==> src/rtl/countdown_ctrl_pkg.sv <==
// Shared game definitions: countdown FSM state encoding and BCD digit limits.
// Also used by the top-level video mux and the game FSM.
package countdown_ctrl_pkg;

  // Countdown FSM state encoding.
  localparam logic [1:0] ST_IDLE  = 2'd0;
  localparam logic [1:0] ST_COUNT = 2'd1;
  localparam logic [1:0] ST_GO    = 2'd2;
  localparam logic [1:0] ST_RUN   = 2'd3;

  // A single on-screen BCD digit.
  typedef logic [3:0] bcd_t;

  localparam bcd_t DIGIT_MIN = 4'd0;
  localparam bcd_t DIGIT_MAX = 4'd9;

  // The countdown screen is visible while counting and while holding the 0.
  function automatic logic is_show_state(input logic [1:0] st);
    return (st == ST_COUNT) || (st == ST_GO);
  endfunction

endpackage

==> src/rtl/countdown_ctrl_sec_tick_gen.sv <==
// One-second prescaler: counts 0..CLK_HZ-1 and raises tick for the single
// cycle in which the count sits at its terminal value.
module sec_tick_gen #(
  parameter int CLK_HZ = 100_000_000
) (
  input  logic clk,
  input  logic rst_n,
  input  logic clr,
  output logic tick
);

  localparam int              W    = (CLK_HZ > 1) ? $clog2(CLK_HZ) : 1;
  localparam logic [W-1:0]    TERM = W'(CLK_HZ - 1);

  logic [W-1:0] cnt;

  assign tick = (cnt == TERM);

  // Free-running count that wraps after the terminal value; clr restarts it.
  // NOTE: sequential state uses <= so every flop samples pre-edge values.
  always_ff @(posedge clk or negedge rst_n) begin
    if (!rst_n) begin
      cnt <= '0;
    end else if (clr || tick) begin
      cnt <= '0;
    end else begin
      cnt <= cnt + W'(1);
    end
  end

endmodule

==> src/rtl/countdown_ctrl.sv <==
// Pre-game countdown controller: shows START_SEC..1 then holds 0 for GO_SEC
// seconds, then enables gameplay. The digit and screen select shown to the
// video path only change at frame_start so a frame is never torn.
module countdown_ctrl
  import countdown_ctrl_pkg::*;
#(
  parameter int CLK_HZ    = 100_000_000,
  parameter int START_SEC = 3,  // legal 1..9
  parameter int GO_SEC    = 1   // legal 1..9
) (
  input  logic       clk,
  input  logic       rst_n,
  input  logic       start,
  input  logic       abort,
  input  logic       frame_start,
  output logic [3:0] sec_1s,
  output logic       show_countdown,
  output logic       game_en,
  output logic       done
);

  localparam bcd_t START_DIGIT = (START_SEC > int'(DIGIT_MAX)) ? DIGIT_MAX : bcd_t'(START_SEC);
  localparam bcd_t GO_LAST     = bcd_t'(GO_SEC - 1);

  logic [1:0] state;
  bcd_t       count;
  bcd_t       go_cnt;
  logic       tick;
  logic       clr;
  logic       show_level;
  logic       count_last;

  assign count_last = (count == 4'd1);
  assign show_level = is_show_state(state);

  // Prescaler restart: held clear in IDLE, on abort, and when COUNT hands over to GO.
  // NOTE: every always_comb output gets a default first so no latch is inferred.
  always_comb begin
    clr = 1'b0;
    if (abort || (state == ST_IDLE)) begin
      clr = 1'b1;
    end else if ((state == ST_COUNT) && tick && count_last) begin
      clr = 1'b1;
    end
  end

  sec_tick_gen #(
    .CLK_HZ (CLK_HZ)
  ) u_sec_tick_gen (
    .clk   (clk),
    .rst_n (rst_n),
    .clr   (clr),
    .tick  (tick)
  );

  // Countdown FSM with game_en level and done pulse; abort has top priority.
  always_ff @(posedge clk or negedge rst_n) begin
    if (!rst_n) begin
      state   <= ST_IDLE;
      count   <= DIGIT_MIN;
      go_cnt  <= DIGIT_MIN;
      game_en <= 1'b0;
      done    <= 1'b0;
    end else begin
      done <= 1'b0;
      if (abort) begin
        state   <= ST_IDLE;
        count   <= DIGIT_MIN;
        go_cnt  <= DIGIT_MIN;
        game_en <= 1'b0;
      end else begin
        case (state)
          ST_IDLE: begin
            if (start) begin
              state <= ST_COUNT;
              count <= START_DIGIT;
            end
          end
          ST_COUNT: begin
            if (tick) begin
              if (count_last) begin
                state  <= ST_GO;
                count  <= DIGIT_MIN;
                go_cnt <= DIGIT_MIN;
              end else begin
                count <= count - 4'd1;
              end
            end
          end
          ST_GO: begin
            if (tick) begin
              if (go_cnt == GO_LAST) begin
                state   <= ST_RUN;
                game_en <= 1'b1;
                done    <= 1'b1;
              end else begin
                go_cnt <= go_cnt + 4'd1;
              end
            end
          end
          ST_RUN: begin
            game_en <= 1'b1;
          end
          default: begin
            state <= ST_IDLE;
          end
        endcase
      end
    end
  end

  // Frame-synchronous copy of the digit and screen select for the video path.
  always_ff @(posedge clk or negedge rst_n) begin
    if (!rst_n) begin
      sec_1s         <= DIGIT_MIN;
      show_countdown <= 1'b0;
    end else if (frame_start) begin
      sec_1s         <= count;
      show_countdown <= show_level;
    end
  end

endmodule
==> config.mk <==
export PLATFORM = sky130hd
export DESIGN_NAME = countdown_ctrl
export DESIGN_NICKNAME = d
export VERILOG_FILES = /design/src/rtl/countdown_ctrl_pkg.sv /design/src/rtl/countdown_ctrl_sec_tick_gen.sv /design/src/rtl/countdown_ctrl.sv
export SDC_FILE = /design/constraint.sdc
export NUM_CORES = 1
export LEC_CHECK = 0
export BUFFER_PORTS_ARGS = -buffer_cell sky130_fd_sc_hd__buf_2
export CELL_PAD_IN_SITES_DETAIL_PLACEMENT = 1
export CELL_PAD_IN_SITES_GLOBAL_PLACEMENT = 2
export CORE_MARGIN = 1.5
export CORE_UTILIZATION = 39
export CTS_CLUSTER_DIAMETER = 150
export DETAILED_ROUTE_END_ITERATION = 6
export PLACE_DENSITY = 0.79
export RECOVER_POWER = 100
export SETUP_SLACK_MARGIN = 0.05
export SYNTH_ARGS = -nofsm -noshare
export SYNTH_HDL_FRONTEND = slang
export SYNTH_HIERARCHICAL = 1
export SYNTH_SLANG_ARGS = --single-unit
==> constraint.sdc <==
create_clock -name clk -period 3.4 [get_ports clk]
set_input_delay 0.68 -clock clk [delete_from_list [all_inputs] [get_ports clk]]
set_output_delay 0.68 -clock clk [all_outputs]
set_load 0.05 [all_outputs]
==> results of run 1 <==
-- registers in the layout, indices dropped and copies added (netlist names) --
register            count
state                   2
count                   4
u_sec_tick_gen/cnt     27
sec_1s                  4
game_en                 1
show_countdown          1
done                    1
go_cnt                  4
-- routing by layer --
layer | vias to the layer above | track usage [%] | part of all wire (%)
li1 | 953 | - | -
met1 | 966 | 24.46 | 51
met2 | 18 | 26.83 | 45
met3 | 6 | 2.982 | 3.0
met4 | 0 | 5.758 | 1.1
met5 | - | 0 | 0
-- cells by family after synthesis --
logic type | after synthesis | share of synthesized area, %
flops | 44 | 44.33
xor+xnor | 12 | 4.232
mux | 5 | 2.267
buf+inv | 23 | 3.677
fa+ha+maj | 10 | 5.038
compound gates | 50 | 13.50
simple gates | 109 | 26.95
-- placed cells by master (no fill, tap or decap), types with 5 or more instances in the layout --
cell type and n:
nor2_1 18, mux2_2 5, dfrtp_1 44, a21oi_1 17, clkbuf_8 5, xnor2_1 5, inv_1 14, clkbuf_1 11
nand4_1 11, o31ai_1 9, nand2b_1 7, xor2_1 7, o21ai_0 9, or4_1 11, nand3_1 11, ha_1 10
or3_1 9, nand2_1 15
-- per-stage QoR --
step	total power, mW	instances	setup WS [ns]	hold slack (ns)	area [µm²]
5_1_grt	1.469	340	0.4555	0.4821	2684
3_3_place_gp	1.007	332	1.085	0.4466	2609
3_5_place_dp	1.014	332	1.023	0.4541	2609
4_1_cts	1.421	340	1.019	0.4656	2716
6_report	1.381	340	0.8343	0.4576	2684
2_1_floorplan	0.9076	253	0.8822	0.3844	2484
-- power by group through the flow --
stage | Clock [mW] | Sequential, mW | Combinational (mW)
floorplan | 0 | 0.693 | 0.215
global placement | 0 | 0.618 | 0.389
detailed placement | 0 | 0.623 | 0.391
CTS | 0.417 | 0.613 | 0.392
global route | 0.438 | 0.621 | 0.411
finish | 0.402 | 0.611 | 0.368
-- area by class of cell --
type,count,area (µm²)
clock buffer,6,72.57
clock inverter,2,35.03
fill,700,3342
inverter,14,52.55
multi-input combinational,186,1274
sequential,44,1101
tap,75,93.84
timing repair buffer,13,55.05
-- worst paths after layout --
check | cells past startpoint | slack, ns | startpoint | end
setup / recovery | 9 | 0.83 | u_sec_tick_gen/cnt[0] | state[1]
hold / removal | 1 | 0.46 | u_sec_tick_gen/cnt[0] | u_sec_tick_gen/cnt[0]
setup reg to reg | 9 | 0.83 | u_sec_tick_gen/cnt[0] | state[1]
hold reg to reg | 1 | 0.46 | u_sec_tick_gen/cnt[0] | u_sec_tick_gen/cnt[0]
max in group asynchronous | 1 | 0.96 | rst_n | u_sec_tick_gen/cnt[0]
min in group asynchronous | 1 | 1.08 | rst_n | sec_1s[3]
==> reports/results.tsv, run 1 <==
metric	value	unit
status	finished with violations	
failed_checks	max-capacitance violations, max-slew violations	
seqPwrFrac	44.3	%
fp-row-count	28	
fmax	389.8	MHz
cts_buffers	5	
yosys_warnings	6	
grt_max_degree	45	
dr.pass1.iters	4	
slew_viol_final	45	
antenna_found_initial	0	
cts_sinks	44	
netlist_area	2484	µm²
yosysTopAreaCell	dfrtp_1	
slew_headroom	-57.12	%
path_clk_slew	0.09	ns
wire_per_inst	16.24	µm
grt_pass1_wl	9860	µm
fin_skew	0.006676	ns
synthArstFlopShare	100.0	%
synth_top_area_share	44.33	%
routabilityCongestion	0.7963	
ir_drop	292.6	µV
max_cap_viol_count	1	
start_util	41.22	%
vias	1943	
p_clk_share	29.1	%
drtIter0Drc	96	
synth_cells	253	
cp_slowest_cell	or4_1	
clk_path_buf_depth	2	
dieArea	6856	µm²
viasPerCell	5.715	
finalCritPeriodShare	75.46	%
die_w	82.80	µm
diodes	0	
crit_fanout	8	
cellPowerDensity	514.6	nW/µm²
postRouteAntennaNets	0	
core-area	6026	µm²
wl	5521	µm
io_pins	12	
yosys-top-cells-count	44 x dfrtp_1, 18 x nor2_1, 16 x a21oi_1	
die_h	82.80	µm
holdBufCountCts	0	
setup_viol	0	
start_kind	register	
final_layout_size_suffix_gt1_share	9.811	%
utilization	44.54	%
fin_crit	2.566	ns
ys_ff_latch	44	
synth_area_leaders	dfrtp_1 44%, ha_1 5.0%, or4_1 3.3%	
max_stage_delay	0.52	ns
cts_setup_buffers	0	
setup_tns	0	ns
drc	0	
grt_pass1_vias	2021	
grt.overflow.total	0	
swShare	34.18	%
cp_common_cell	nand3_1	
synth.most_common_cell	dfrtp_1	
ctsRootBufferMaster	clkbuf_8	
clock_latency	0.30	ns
post-dp-hpwl	3988	µm
post_cts_resized	0	
hold_class	register to register	
crit_arrival	2.80	ns
rsz0062_at_grt	no	
syn2layout_area_growth	8.060	%
port_buffers	11	
avgSynthCellArea	9.817	µm²
synth-seq-area-share	44.33	%
ys.flop_type	dfrtp_1	
worst-path-buf-inv	1	
finalNetCount	279	
worst-setup-path-type	register to register	
endpoint_kind	register	
p_int	908.9	µW
grtUsageTotal	17.27	%
p_leak	1.033	nW
htree_levels	2	
worstMarginPinSlew	2.357	ns
pwr-share-comb	26.7	%
cp_top_family	simple AND/OR/NAND/NOR gates	
syn-num-nets	268	
hold_viol	0	
synth-edff-count	0	
cts_tree	built	
switchingPower	472.0	µW
crit_path_cell_trace	ha_1, and2_0, nand3_1, nor3_1, clkbuf_1, or2b_2, o211ai_1, or4_1, nand3_1	
crit_required	3.64	ns
synthDistinctLibCells	49	
(Power assumes the default switching activity.)
==> inputs of run 2 (changes only) <==
- CORE_UTILIZATION: 39 -> 36
- PLACE_DENSITY: 0.79 -> 0.77
- clock period: 3.4 -> 2.28 ns (I/O delays scaled with it)
==> run 2 against run 1 <==
Non-clock buffer count grew 14. Cell count grew 5.6%. Sequential power grew 49%. Die area grew 8.0%. Critical endpoint unchanged. Critical path depth shrank 2. Combinational power grew 61%. Sequential share of layout area shrank 2.3 points. Routed wire length grew 4.1%. Clock skew shrank 0.0017 ns. Flip-flop and latch count is the same. The flow now finishes without violations. Largest power group unchanged. Clock-buffer cell count grew 2. Total power grew 46%.
==> reports/results.tsv, run 2 (synthesized netlist as in run 1, its figures left out) <==
metric	value	unit	change
endpoint_kind	register		unchanged
die_w	86.06	µm	was 82.80 µm
power	2.010	mW	was 1.381 mW
drtIter0Drc	39		was 96
finalCritPeriodShare	91.12	%	was 75.46%
grt.overflow.total	0		unchanged
slew_headroom	25.90	%	was -57.12%
vias	2027		was 1,943
grtUsageTotal	16.91	%	was 17.27%
wire_per_inst	16.01	µm	was 16.24 µm
worst-setup-path-type	register to register		unchanged
htree_levels	2		unchanged
r2r_end	state[1]		unchanged
cts_sinks	44		unchanged
layout_common_cells	44 x dfrtp_1, 18 x nor2_1, 16 x a21oi_1		was 44 x dfrtp_1, 18 x nor2_1, 17 x a21oi_1
syn2layout_area_growth	14.46	%	was 8.060%
setup_viol	0		unchanged
largest_reg_flops	27		unchanged
finalNetCount	293		was 279
wl	5747	µm	was 5521 µm
slew_viol_final	0		was 45
regMostFlops	u_sec_tick_gen/cnt		unchanged
hold_viol	0		unchanged
fmax	481.3	MHz	was 389.8 MHz
post-dp-hpwl	4178	µm	was 3988 µm
max_cap_viol_count	0		was 1
status	completed		was finished with violations
cts_tree	built		unchanged
start_kind	register		unchanged
mostFrequentLayoutCell	dfrtp_1		unchanged
stdcell_count	359		was 340
r2r_slack	0.20	ns	was 0.83 ns
setup_tns	0	ns	unchanged
routed.top_layer	met4		unchanged
diodes	0		unchanged
clk_path_buf_depth	2		unchanged
crit_fanout	6		was 8
dp_cells	350		was 332
drc	0		unchanged
fin_skew	0.004989	ns	was 0.006676 ns
wl_met1	2781	µm	was 2819 µm
grt_pass1_vias	2127		was 2,021
crit_required	2.51	ns	was 3.64 ns
fp-row-count	30		was 28
core-area	6719	µm²	was 6026 µm²
grt_pass1_wl	10010	µm	was 9860 µm
cts_buffers	5		unchanged
rsz0062_at_grt	no		unchanged
port_buffers	11		unchanged
antenna_found_initial	0		unchanged
holdBufCountCts	0		unchanged
met2_length	2828	µm	was 2472 µm
cellPowerDensity	707.1	nW/µm²	was 514.6 nW/µm²
viasPerCell	5.646		was 5.715
fin_crit	2.078	ns	was 2.566 ns
ctsRootBufferMaster	clkbuf_8		unchanged
crit_arrival	2.31	ns	was 2.80 ns
worstMarginPinSlew	1.111	ns	was 2.357 ns
grt_max_degree	45		unchanged
io_pins	12		unchanged
dr.pass1.iters	4		unchanged
wl_met3	98	µm	was 167 µm
ir_drop	314.3	µV	was 292.6 µV
r2r-start	u_sec_tick_gen/cnt[20]		was u_sec_tick_gen/cnt[0]
routabilityCongestion	0.7564		was 0.7963
fillers	795		was 700
die_h	86.06	µm	was 82.80 µm
dieArea	7406	µm²	was 6856 µm²
start_util	36.96	%	was 41.22%
final_layout_size_suffix_gt1_share	17.56	%	was 9.811%
clock_latency	0.29	ns	was 0.30 ns
postRouteAntennaNets	0		unchanged
path_clk_slew	0.08	ns	was 0.09 ns
p_leak	1.132	nW	was 1.033 nW
hold_class	input port to asynchronous set/reset pin		was register to register
r2r_cells	7		was 9
-- run 2: changes by cell type in the layout (fill, tap and decap cells not counted), moves of 2 or more --
cell,before,now
buf_4,1,13
buf_2,2,4
nor4b_1,3,1
nor4b_2,0,2
-- run 2: worst max path at each step --
stage	startpoint	endpoint	slack, ns	cells past startpoint
detailed placement	u_sec_tick_gen/cnt[12]	state[1]	0.09	7
finish	u_sec_tick_gen/cnt[20]	state[1]	0.20	7
floorplan	u_sec_tick_gen/cnt[0]	state[1]	0.09	9
CTS	u_sec_tick_gen/cnt[12]	state[1]	0.08	7
global route	u_sec_tick_gen/cnt[20]	go_cnt[3]	0.05	7
global placement	u_sec_tick_gen/cnt[12]	state[1]	0.20	7
-- run 2: layout make-up --
type	count	area, µm²	share of cell area [%]
Timing Repair Buffer	27	172.7	6.074
Clock buffer	8	90.09	3.169
Inverter	14	52.55	1.849
Tap cell	80	100.1	3.521
Sequential cell	44	1101	38.73
Multi-Input combinational cell	186	1326	46.65
-- run 2: layer usage --
metal / vias up / track usage, %
met4: 0 / 4.545
met2: 18 / 29.13
met3: 5 / 3.272
met5: - / 0
li1: 982 / -
met1: 1022 / 21.73
-- run 2: power breakdown --
| part | total (mW) | internal (mW) | switching, mW |
|---|---|---|---|
| clock network | 0.511 | 0.248 | 0.263 |
| logic | 0.591 | 0.207 | 0.384 |
| registers | 0.908 | 0.849 | 0.0585 |
| total | 2.01 | 1.30 | 0.706 |
-- run 2: critical path: stages (launching register included) --
cell and delay [ns]:
dfrtp_1 0.41, and4_4 0.25, nand4_1 0.23, nor3_4 0.26
buf_4 0.17, a21oi_2 0.07, or4_1 0.53, nand3_1 0.09
-- run 2: timing repair --
action | in CTS | in global routing
setup buffers | 0 | 1
resized for setup | 0 | 7
endpoints found under the setup margin | 0 | 6
-- run 2: metrics by stage --
| step | setup WS (ns) | util [%] | hold slack (ns) | instance area, µm² |
|---|---|---|---|---|
| floorplan | 0.09425 | - | 0.1604 | 2495 |
| global placement | 0.1982 | 40.73 | 0.4417 | 2736 |
| detailed placement | 0.09359 | 40.73 | 0.4612 | 2736 |
| CTS | 0.07957 | 42.07 | 0.2567 | 2826 |
| global route | 0.05046 | 42.31 | 0.4902 | 2843 |
| finish | 0.2025 | 42.31 | 0.4488 | 2843 |
==> inputs of run 3 (changes only) <==
- CORE_ASPECT_RATIO: default -> 0.6
==> run 3 against run 2 <==
Non-clock buffer count rose by 3. Fmax fell by 1.3%. Critical endpoint unchanged. Final area rose by 2.5%. Critical path type unchanged. Register-to-register slack got worse by 0.03 ns. Die area rose by 0.22%.
==> reports/results.tsv, run 3 (synthesized netlist as in run 1, its figures left out) <==
metric	value	unit	change
grt_pass1_wl	10610	µm	was 10,010 µm
slew_viol_final	0		unchanged
start_util	37.20	%	was 36.96%
largest_reg_flops	27		unchanged
die_h	67.34	µm	was 86.06 µm
r2r_slack	0.17	ns	was 0.20 ns
setup_tns	0	ns	unchanged
wire_per_inst	17.09	µm	was 16.01 µm
cts_sinks	44		unchanged
clock_latency	0.29	ns	about the same
final_layout_size_suffix_gt1_share	18.09	%	was 17.56%
syn2layout_area_growth	17.28	%	was 14.46%
grt.overflow.total	0		unchanged
drtIter0Drc	66		was 39
cts_buffers	5		unchanged
crit_required	2.51	ns	about the same
grtUsageTotal	19.81	%	was 16.91%
crit_path_cell_trace	nor4b_2, nand4_1, nor3_4, buf_4, a21oi_2, or4_1, nand3_1		was and4_4, nand4_1, nor3_4, buf_4, a21oi_2, or4_1, nand3_1
crit_arrival	2.34	ns	was 2.31 ns
r2r_cells	7		unchanged
worst-path-buf-inv	1		unchanged
hold_end	u_sec_tick_gen/cnt[0]		
clk_path_buf_depth	2		unchanged
hold_viol	0		unchanged
antenna_found_initial	0		unchanged
worst-setup-path-type	register to register		unchanged
cts_tree	built		unchanged
port_buffers	11		unchanged
fp-row-count	23		was 30
holdWs	0.4534	ns	was 0.4488 ns
cp_top_family	simple AND/OR/NAND/NOR gates		unchanged
r2r_end	state[1]		unchanged
diodes	0		unchanged
die_w	110.2	µm	was 86.06 µm
grt_pass1_vias	2024		was 2,127
grt_max_degree	45		unchanged
fin_skew	0.008061	ns	was 0.004989 ns
holdPathStages	1		
cp_slowest_cell	or4_1		unchanged
dr.pass1.iters	4		unchanged
mostFrequentLayoutCell	dfrtp_1		unchanged
status	completed		unchanged
regMostFlops	u_sec_tick_gen/cnt		unchanged
endpoint_kind	register		unchanged
ir_drop	536.5	µV	was 314.3 µV
path_clk_slew	0.07	ns	was 0.08 ns
postRouteAntennaNets	0		unchanged
finalCritPeriodShare	92.36	%	was 91.12%
finalNetCount	296		was 293
setup_viol	0		unchanged
htree_levels	2		unchanged
rsz0062_at_grt	no		unchanged
dieArea	7423	µm²	was 7406 µm²
crit_fanout	6		unchanged
post-dp-hpwl	4656	µm	was 4178 µm
core-area	6676	µm²	was 6719 µm²
hold_class	register to register		was input port to asynchronous set/reset pin
p_leak	1.177	nW	was 1.132 nW
wl	6308	µm	was 5747 µm
holdBufCountCts	0		unchanged
max_cap_viol_count	0		unchanged
routabilityCongestion	0.7983		was 0.7564
slew_headroom	23.61	%	was 25.90%
ctsRootBufferMaster	clkbuf_16		was clkbuf_8
fmax	474.9	MHz	was 481.3 MHz
cellPowerDensity	775.2	nW/µm²	was 707.1 nW/µm²
vias	1998		was 2,027
min-delay-start	u_sec_tick_gen/cnt[0]		
max_stage_delay	0.54	ns	was 0.53 ns
r2r-start	u_sec_tick_gen/cnt[12]		was u_sec_tick_gen/cnt[20]
layout_common_cells	44 x dfrtp_1, 18 x nor2_1, 16 x a21oi_1, 16 x buf_4, 15 x nand2_1		was 44 x dfrtp_1, 18 x nor2_1, 16 x a21oi_1
fin_crit	2.106	ns	was 2.078 ns
fillers	761		was 795
drc	0		unchanged
start_kind	register		unchanged
io_pins	12		unchanged
viasPerCell	5.415		was 5.646
worstMarginPinSlew	1.146	ns	was 1.111 ns
==> run 3: changes by cell type in the layout (fill, tap and decap cells not counted), sizes merged <==
cell | previous run | this run
clkbuf | 17 | 15
buf | 18 | 21
clkinv | 0 | 2
==> run 3: cell type report <==
| cell class | instances | area [µm²] | area share [%] |
|---|---|---|---|
| Sequential cell | 44 | 1101 | 37.80 |
| Inverter | 14 | 52.55 | 1.804 |
| Tap cell | 87 | 108.9 | 3.737 |
| Timing Repair Buffer | 30 | 195.2 | 6.701 |
| Clock buffer | 6 | 138.9 | 4.768 |
| Clock inverter | 2 | 10.01 | 0.3436 |
| Multi-Input combinational cell | 186 | 1306 | 44.85 |
==> run 3: worst max-delay path by stage <==
stage | startpoint | to | slack (ns) | cells after the start
after floorplan | u_sec_tick_gen/cnt[0] | state[1] | 0.09 | 9
after global placement | u_sec_tick_gen/cnt[12] | state[1] | 0.21 | 7
after detailed placement | u_sec_tick_gen/cnt[12] | state[0] | 0.06 | 7
after CTS | u_sec_tick_gen/cnt[12] | state[0] | 0.1 | 7
after global routing | u_sec_tick_gen/cnt[12] | go_cnt[3] | 0.06 | 7
final | u_sec_tick_gen/cnt[12] | state[1] | 0.17 | 7
==> run 3: where the power goes <==
group / switching, mW / internal, mW
clock: 0.315 / 0.433
sequential: 0.0601 / 0.851
combinational: 0.398 / 0.202
total: 0.772 / 1.49
==> run 3: metrics by stage <==
stage	setup slack [ns]	power (mW)	util, %	cell area, µm²	std cells
6_report	0.1742	2.258	43.63	2913	369
5_1_grt	0.05610	2.391	43.63	2913	369
4_1_cts	0.09815	2.307	43.87	2929	368
3_5_place_dp	0.05900	1.548	41.53	2773	359
3_3_place_gp	0.2088	1.540	41.53	2773	359
2_1_floorplan	0.09425	1.353	-	2495	253
==> run 3: timing repair <==
item,CTS,global route
gates resized for setup,0,3
cloned,0,0
setup buffers,1,1
setup endpoints to repair,2,3
pin swaps,1,2
==> run 3: metal layers <==
layer,vias to the layer above,wire length (µm),GRT usage (%)
met5,-,0,0
met4,0,61,5.769
met3,5,181,4.633
met2,19,2269,25.31
met1,983,3795,31.91
li1,991,-,-
